<file path="src/rtl/cu_pkg.sv">
// rtl/cu_pkg.sv - control-unit shared constants: next-state codes and state defaults
package cu_pkg;

  localparam int CU_SW          = 8;
  localparam int CU_RESET_STATE = 0;
  localparam int CU_FETCH_STATE = 1;

  localparam logic [2:0] NS_DEC   = 3'd0;
  localparam logic [2:0] NS_INC   = 3'd1;
  localparam logic [2:0] NS_JMP   = 3'd2;
  localparam logic [2:0] NS_CJMP  = 3'd3;
  localparam logic [2:0] NS_WAIT  = 3'd4;
  localparam logic [2:0] NS_CALL  = 3'd5;
  localparam logic [2:0] NS_RET   = 3'd6;
  localparam logic [2:0] NS_FETCH = 3'd7;

endpackage

</file>
<file path="src/rtl/micro_ret_stack.sv">
// rtl/micro_ret_stack.sv - LIFO micro-return stack; only the pointer is reset
module micro_ret_stack #(
  parameter int DEPTH = 4,
  parameter int SW    = 8
) (
  input  logic                       clk,
  input  logic                       reset_n,
  input  logic                       push,
  input  logic                       pop,
  input  logic [SW-1:0]              din,
  output logic [SW-1:0]              dout,
  output logic [$clog2(DEPTH):0]     depth,
  output logic                       full,
  output logic                       empty
);

  localparam int AW = $clog2(DEPTH);

  logic [SW-1:0] mem [DEPTH];
  logic [AW:0]   ptr;
  logic [AW:0]   ptr_m1;

  assign ptr_m1 = ptr - 1'b1;
  assign full   = (ptr == (AW+1)'(DEPTH));
  assign empty  = (ptr == '0);
  assign depth  = ptr;
  assign dout   = mem[ptr_m1[AW-1:0]];

  always_ff @(posedge clk or negedge reset_n) begin
    if (!reset_n) begin
      ptr <= '0;
    end else if (push && !full) begin
      ptr <= ptr + 1'b1;
    end else if (pop && !empty) begin
      ptr <= ptr_m1;
    end
  end

  // Contents are don't-care after reset, so the array carries no reset.
  always_ff @(posedge clk) begin
    if (push && !full) begin
      mem[ptr[AW-1:0]] <= din;
    end
  end

endmodule

</file>
<file path="src/rtl/microseq_next_state.sv">
// rtl/microseq_next_state.sv - microsequencer: state register, next-state mux, stack error flag
module microseq_next_state
  import cu_pkg::*;
#(
  parameter int SW          = CU_SW,
  parameter int DEPTH       = 4,
  parameter int RESET_STATE = CU_RESET_STATE,
  parameter int FETCH_STATE = CU_FETCH_STATE
) (
  input  logic                   clk,
  input  logic                   reset_n,
  input  logic [SW-1:0]          enc_state,
  input  logic [SW-1:0]          cr_addr,
  input  logic [2:0]             ns_ctrl,
  input  logic                   inv,
  input  logic                   cond,
  input  logic                   moc,
  output logic [SW-1:0]          state,
  output logic                   moc_wait,
  output logic [$clog2(DEPTH):0] stk_depth,
  output logic                   stk_err
);

  localparam logic [SW-1:0] RST_V   = SW'(RESET_STATE);
  localparam logic [SW-1:0] FETCH_V = SW'(FETCH_STATE);

  logic [SW-1:0] inc;
  logic [SW-1:0] nxt;
  logic [SW-1:0] stk_dout;
  logic          eff;
  logic          push;
  logic          pop;
  logic          err_set;
  logic          stk_full;
  logic          stk_empty;

  micro_ret_stack #(.DEPTH(DEPTH), .SW(SW)) u_stack (
    .clk     (clk),
    .reset_n (reset_n),
    .push    (push),
    .pop     (pop),
    .din     (inc),
    .dout    (stk_dout),
    .depth   (stk_depth),
    .full    (stk_full),
    .empty   (stk_empty)
  );

  assign inc = state + SW'(1);
  assign eff = ((ns_ctrl == NS_WAIT) ? moc : cond) ^ inv;

  always_comb begin
    nxt      = state;
    push     = 1'b0;
    pop      = 1'b0;
    err_set  = 1'b0;
    moc_wait = 1'b0;
    case (ns_ctrl)
      NS_DEC:  nxt = enc_state;
      NS_INC:  nxt = inc;
      NS_JMP:  nxt = cr_addr;
      NS_CJMP: nxt = eff ? cr_addr : inc;
      NS_WAIT: begin
        nxt      = eff ? inc : state;
        moc_wait = ~eff;
      end
      // Overflowing CALL still jumps; only the return address is lost.
      NS_CALL: begin
        nxt = cr_addr;
        if (stk_full) err_set = 1'b1;
        else          push    = 1'b1;
      end
      NS_RET: begin
        if (stk_empty) begin
          nxt     = FETCH_V;
          err_set = 1'b1;
        end else begin
          nxt = stk_dout;
          pop = 1'b1;
        end
      end
      default: nxt = FETCH_V;
    endcase
  end

  always_ff @(posedge clk or negedge reset_n) begin
    if (!reset_n) begin
      state   <= RST_V;
      stk_err <= 1'b0;
    end else begin
      state <= nxt;
      if (err_set) stk_err <= 1'b1;
    end
  end

endmodule
</file>
<file path="config.mk">
export PLATFORM = sky130hd
export DESIGN_NAME = microseq_next_state
export DESIGN_NICKNAME = d
export VERILOG_FILES = /design/src/rtl/cu_pkg.sv /design/src/rtl/micro_ret_stack.sv /design/src/rtl/microseq_next_state.sv
export SDC_FILE = /design/constraint.sdc
export NUM_CORES = 1
export LEC_CHECK = 0
export BUFFER_PORTS_ARGS = -buffer_cell sky130_fd_sc_hd__buf_2
export CAP_MARGIN = 20
export CORE_MARGIN = 8
export CORE_UTILIZATION = 30
export CTS_BUF_LIST = sky130_fd_sc_hd__clkbuf_16
export DETAILED_ROUTE_END_ITERATION = 6
export GPL_TIMING_DRIVEN = 0
export HOLD_SLACK_MARGIN = 0.02
export SYNTH_ARGS = -nofsm -noshare
export SYNTH_HDL_FRONTEND = slang
export SYNTH_SLANG_ARGS = --single-unit
</file>
<file path="constraint.sdc">
create_clock -name clk -period 3.5 [get_ports clk]
set_input_delay 0.525 -clock clk [delete_from_list [all_inputs] [get_ports clk]]
set_output_delay 0.525 -clock clk [all_outputs]
set_load 0.02 [all_outputs]
</file>
==> flow_summary_export.csv <==
group,metric,value,unit
detailed_routing,routed-via-count,1483,
placed_design,numPortBuffers,34,
logic_synthesis,post_synthesis_cell_area,2250,um2
detailed_routing,detail_route.wirelength.met1,2.50,mm
setup_path,critical_path.max_fanout,10,
logic_synthesis,yosys_warnings,0,
sta,timing.final.crit_period,2.17,ns
final_layout,fillers,726,
power_and_ir_drop,ir_worst_vdd,0.000307,V
logic_synthesis,syn-num-nets,192,
power_and_ir_drop,power_leakage,0.00103,uW
sta,finalSetupViolCount,0,
floorplanning,die_area,10500,um2
global_route,groute.usage.overall,0.111,
final_layout,final_nets,233,
placed_design,hpwlAfterDp,3.84,mm
detailed_routing,routed-wl-met2,2.44,mm
detailed_routing,firstDrtPassIters,6,
sta,timing.final.ws_setup,1.33,ns
sta,timing.setup.tns,0,ns
clock_tree,cts_max_level,2,
setup_path,crit_end,"u_stack.mem[2][0]",
detailed_routing,routed_via_density,4.89,
final_layout,antenna_cells_inserted,0,
logic_synthesis,synth_common_cells,"32 x sky130_fd_sc_hd__edfxtp_1, 12 x sky130_fd_sc_hd__dfrtp_1, 12 x sky130_fd_sc_hd__inv_1",
detailed_routing,met3RoutedLength,479,um
logic_synthesis,postSynthAreaPerCell,13.9,um2
setup_path,cp-start-kind,"flop",
logic_synthesis,ys_seq_area_frac,0.561,
global_route,first_pass_grt_wire_length,8.43,mm
sta,highest_attainable_clock_frequency,460,MHz
floorplanning,boundaryPins,37,
detailed_routing,routed_wire_length_per_instance,18.1,um
logic_synthesis,synth_flop_cell,"sky130_fd_sc_hd__edfxtp_1",
floorplanning,floorplan.die.height,103,um
setup_path,cp_data_required_time,3.42,ns
detailed_routing,detail_route_antenna_nets,0,
final_layout,final_layout_size_suffix_gt1_frac,0.338,
final_layout,multi_input_comb_area,877,um2
clock_tree,number_of_buffers_added_for_setup_after_cts,0,
setup_path,worst-r2r-setup-slack,1.33,ns
global_route,first_global_vias,1497,
placed_design,place_ws,1.29,ns
sta,grt_setup_unrepaired,"no",
logic_synthesis,synth_enable_flop_cells,32,
detailed_routing,drc,0,
clock_tree,cts_resized,0,
sta,timing.final.hold_violations,0,
clock_tree,cts_root_buffer,"sky130_fd_sc_hd__clkbuf_16",
floorplanning,core-area,7250,um2
sta,worst_slew_pin_slew,0.880,ns
sta,skew,0.00708,ns
logic_synthesis,synthesis.instances,162,
detailed_routing,wl,5.49,mm
logic_synthesis,synth_largest_area_cell,"sky130_fd_sc_hd__edfxtp_1",
clock_tree,tritoncts,"done",
power_and_ir_drop,total_power,1900,uW
final_layout,register_area,1260,um2
logic_synthesis,number_of_flip_flops_and_latches_in_the_synthesized_netlist,44,
clock_tree,clk_pin_slew,0.06,ns
global_route,grt-ovfl-total,0,
clock_tree,max-clock-path-buffers,2,
clock_tree,clkLatencyLatePin,0.28,ns
floorplanning,initial_core_util,0.310,
global_route,largest_net_degree_at_the_start_of_global_routing,14,
clock_tree,cts_hold_repair.buffers,0,
sta,slew_headroom,0.411,
logic_synthesis,yosys.cell_types.count,42,
hold_path,min_path_type,"input pin to asynchronous set/reset pin",
outcome,status,"complete, no violations",
power_and_ir_drop,power.density_cell_area,707,nW/um2
job,max_cap_violations,0,
global_route,antenna_found_initial,0,
logic_synthesis,leading_cell_types_by_total_area_after_synthesis,"sky130_fd_sc_hd__edfxtp_1 43%, sky130_fd_sc_hd__dfrtp_1 13%, sky130_fd_sc_hd__mux4_2 7.0%",
setup_path,timing.critical_path.from,"u_stack.depth[0]",
floorplanning,core.rowCount,31,
sta,final-max-slew-violation-count,0,
setup_path,crit_arrival,2.09,ns
detailed_routing,detail_route.iter0.violations,126,
final_layout,area.growth.synth_to_final,19.3,%
detailed_routing,routed.top_layer,"met4",
sta,timing.final.crit_share,0.621,
floorplanning,dieWidth,103,um
placed_design,gp_congestion,0.770,
clock_tree,numClockSinks,44,
clock_tree,cts_made_buffers,5,
setup_path,r2r-end,"u_stack.mem[2][0]",
logic_synthesis,synth_top_area_share,0.427,
setup_path,crit_type,"flop to flop",
logic_synthesis,synth-async-reset-ratio,0.273,
setup_path,end_kind,"flop",
setup_path,ff2ff_path_depth,5,
setup_path,rr_startpoint,"u_stack.depth[0]",
logic_synthesis,post-synth-top-count-cell,"sky130_fd_sc_hd__edfxtp_1",
registers in the layout (all words and copies together) (netlist names):
| register | flops |
|---|---|
| u_stack.mem | 32 |
| state | 8 |
| u_stack.depth | 3 |
| stk_err | 1 |
area by class of cell:
class | count | share of cell area
Inverter | 13 | 0.0182
Clock buffer | 5 | 0.0466
Sequential cell | 44 | 0.470
Multi-Input combinational cell | 99 | 0.327
Timing Repair Buffer | 34 | 0.0634
Tap cell | 99 | 0.0462
Clock inverter | 3 | 0.00560
Buffer | 6 | 0.0229
power by group:
part	internal [uW]	leakage, uW	total (uW)	switching [uW]
Sequential	681	0.000434	761	80.7
Combinational	312	0.000528	693	381
Clock	259	0.0000687	443	184
logic make-up after synthesis:
group,Yosys count,synth area share
fa+ha+maj,6,0.0334
mux,17,0.119
compound gates,29,0.108
buf+inv,19,0.0490
simple gates,36,0.0868
xor+xnor,11,0.0428
flops,44,0.561
layout by cell type (no fill, tap or decap), drive strengths merged, types with 2 or more instances in the layout:
master / n
a21o: 2
a21oi: 2
a222oi: 7
and2: 3
buf: 40
clkbuf: 5
dfrtp: 12
edfxtp: 32
ha: 6
inv: 14
mux2: 8
mux2i: 2
mux4: 7
nand2: 10
nand2b: 2
nand3: 3
nor2: 6
nor3: 4
o211ai: 7
o21ai: 3
xnor2: 7
xor2: 4
per-stage QoR:
stage               cell area (um2)  hold slack [ns]  utilization  cells
floorplan                      2250            0.229            -    162
global placement               2540            0.448        0.351    295
detailed placement             2540            0.445        0.351    295
CTS                            2680            0.145        0.370    303
global route                   2680            0.146        0.370    303
finish                         2680            0.132        0.370    303
worst min-delay path by stage:
| stage | from | cells past startpoint | endpoint | slack (ns) |
|---|---|---|---|---|
| 5_1_grt | reset_n | 1 | state[2] | 0.15 |
| 3_3_place_gp | reset_n | 1 | u_stack.depth[0] | 0.45 |
| 6_report | reset_n | 1 | state[6] | 0.13 |
| 2_1_floorplan | reset_n | 0 | state[0] | 0.23 |
| 4_1_cts | reset_n | 1 | state[3] | 0.15 |
| 3_5_place_dp | reset_n | 1 | u_stack.depth[0] | 0.44 |
worst max-delay path, cell delays in order, from the launching register on:
cell and delay, ns:
sky130_fd_sc_hd__dfrtp_1 0.41, sky130_fd_sc_hd__buf_6 0.21, sky130_fd_sc_hd__inv_1 0.12, sky130_fd_sc_hd__ha_1 0.26, sky130_fd_sc_hd__a21oi_1 0.32, sky130_fd_sc_hd__and2_1 0.50
routing by layer:
layer  up-vias  track usage
li1        698            -
met1       720        0.154
met2        58        0.162
met3         7       0.0277
met4         0       0.0406
met5         -            0
Power figures use the tool's default switching activity.
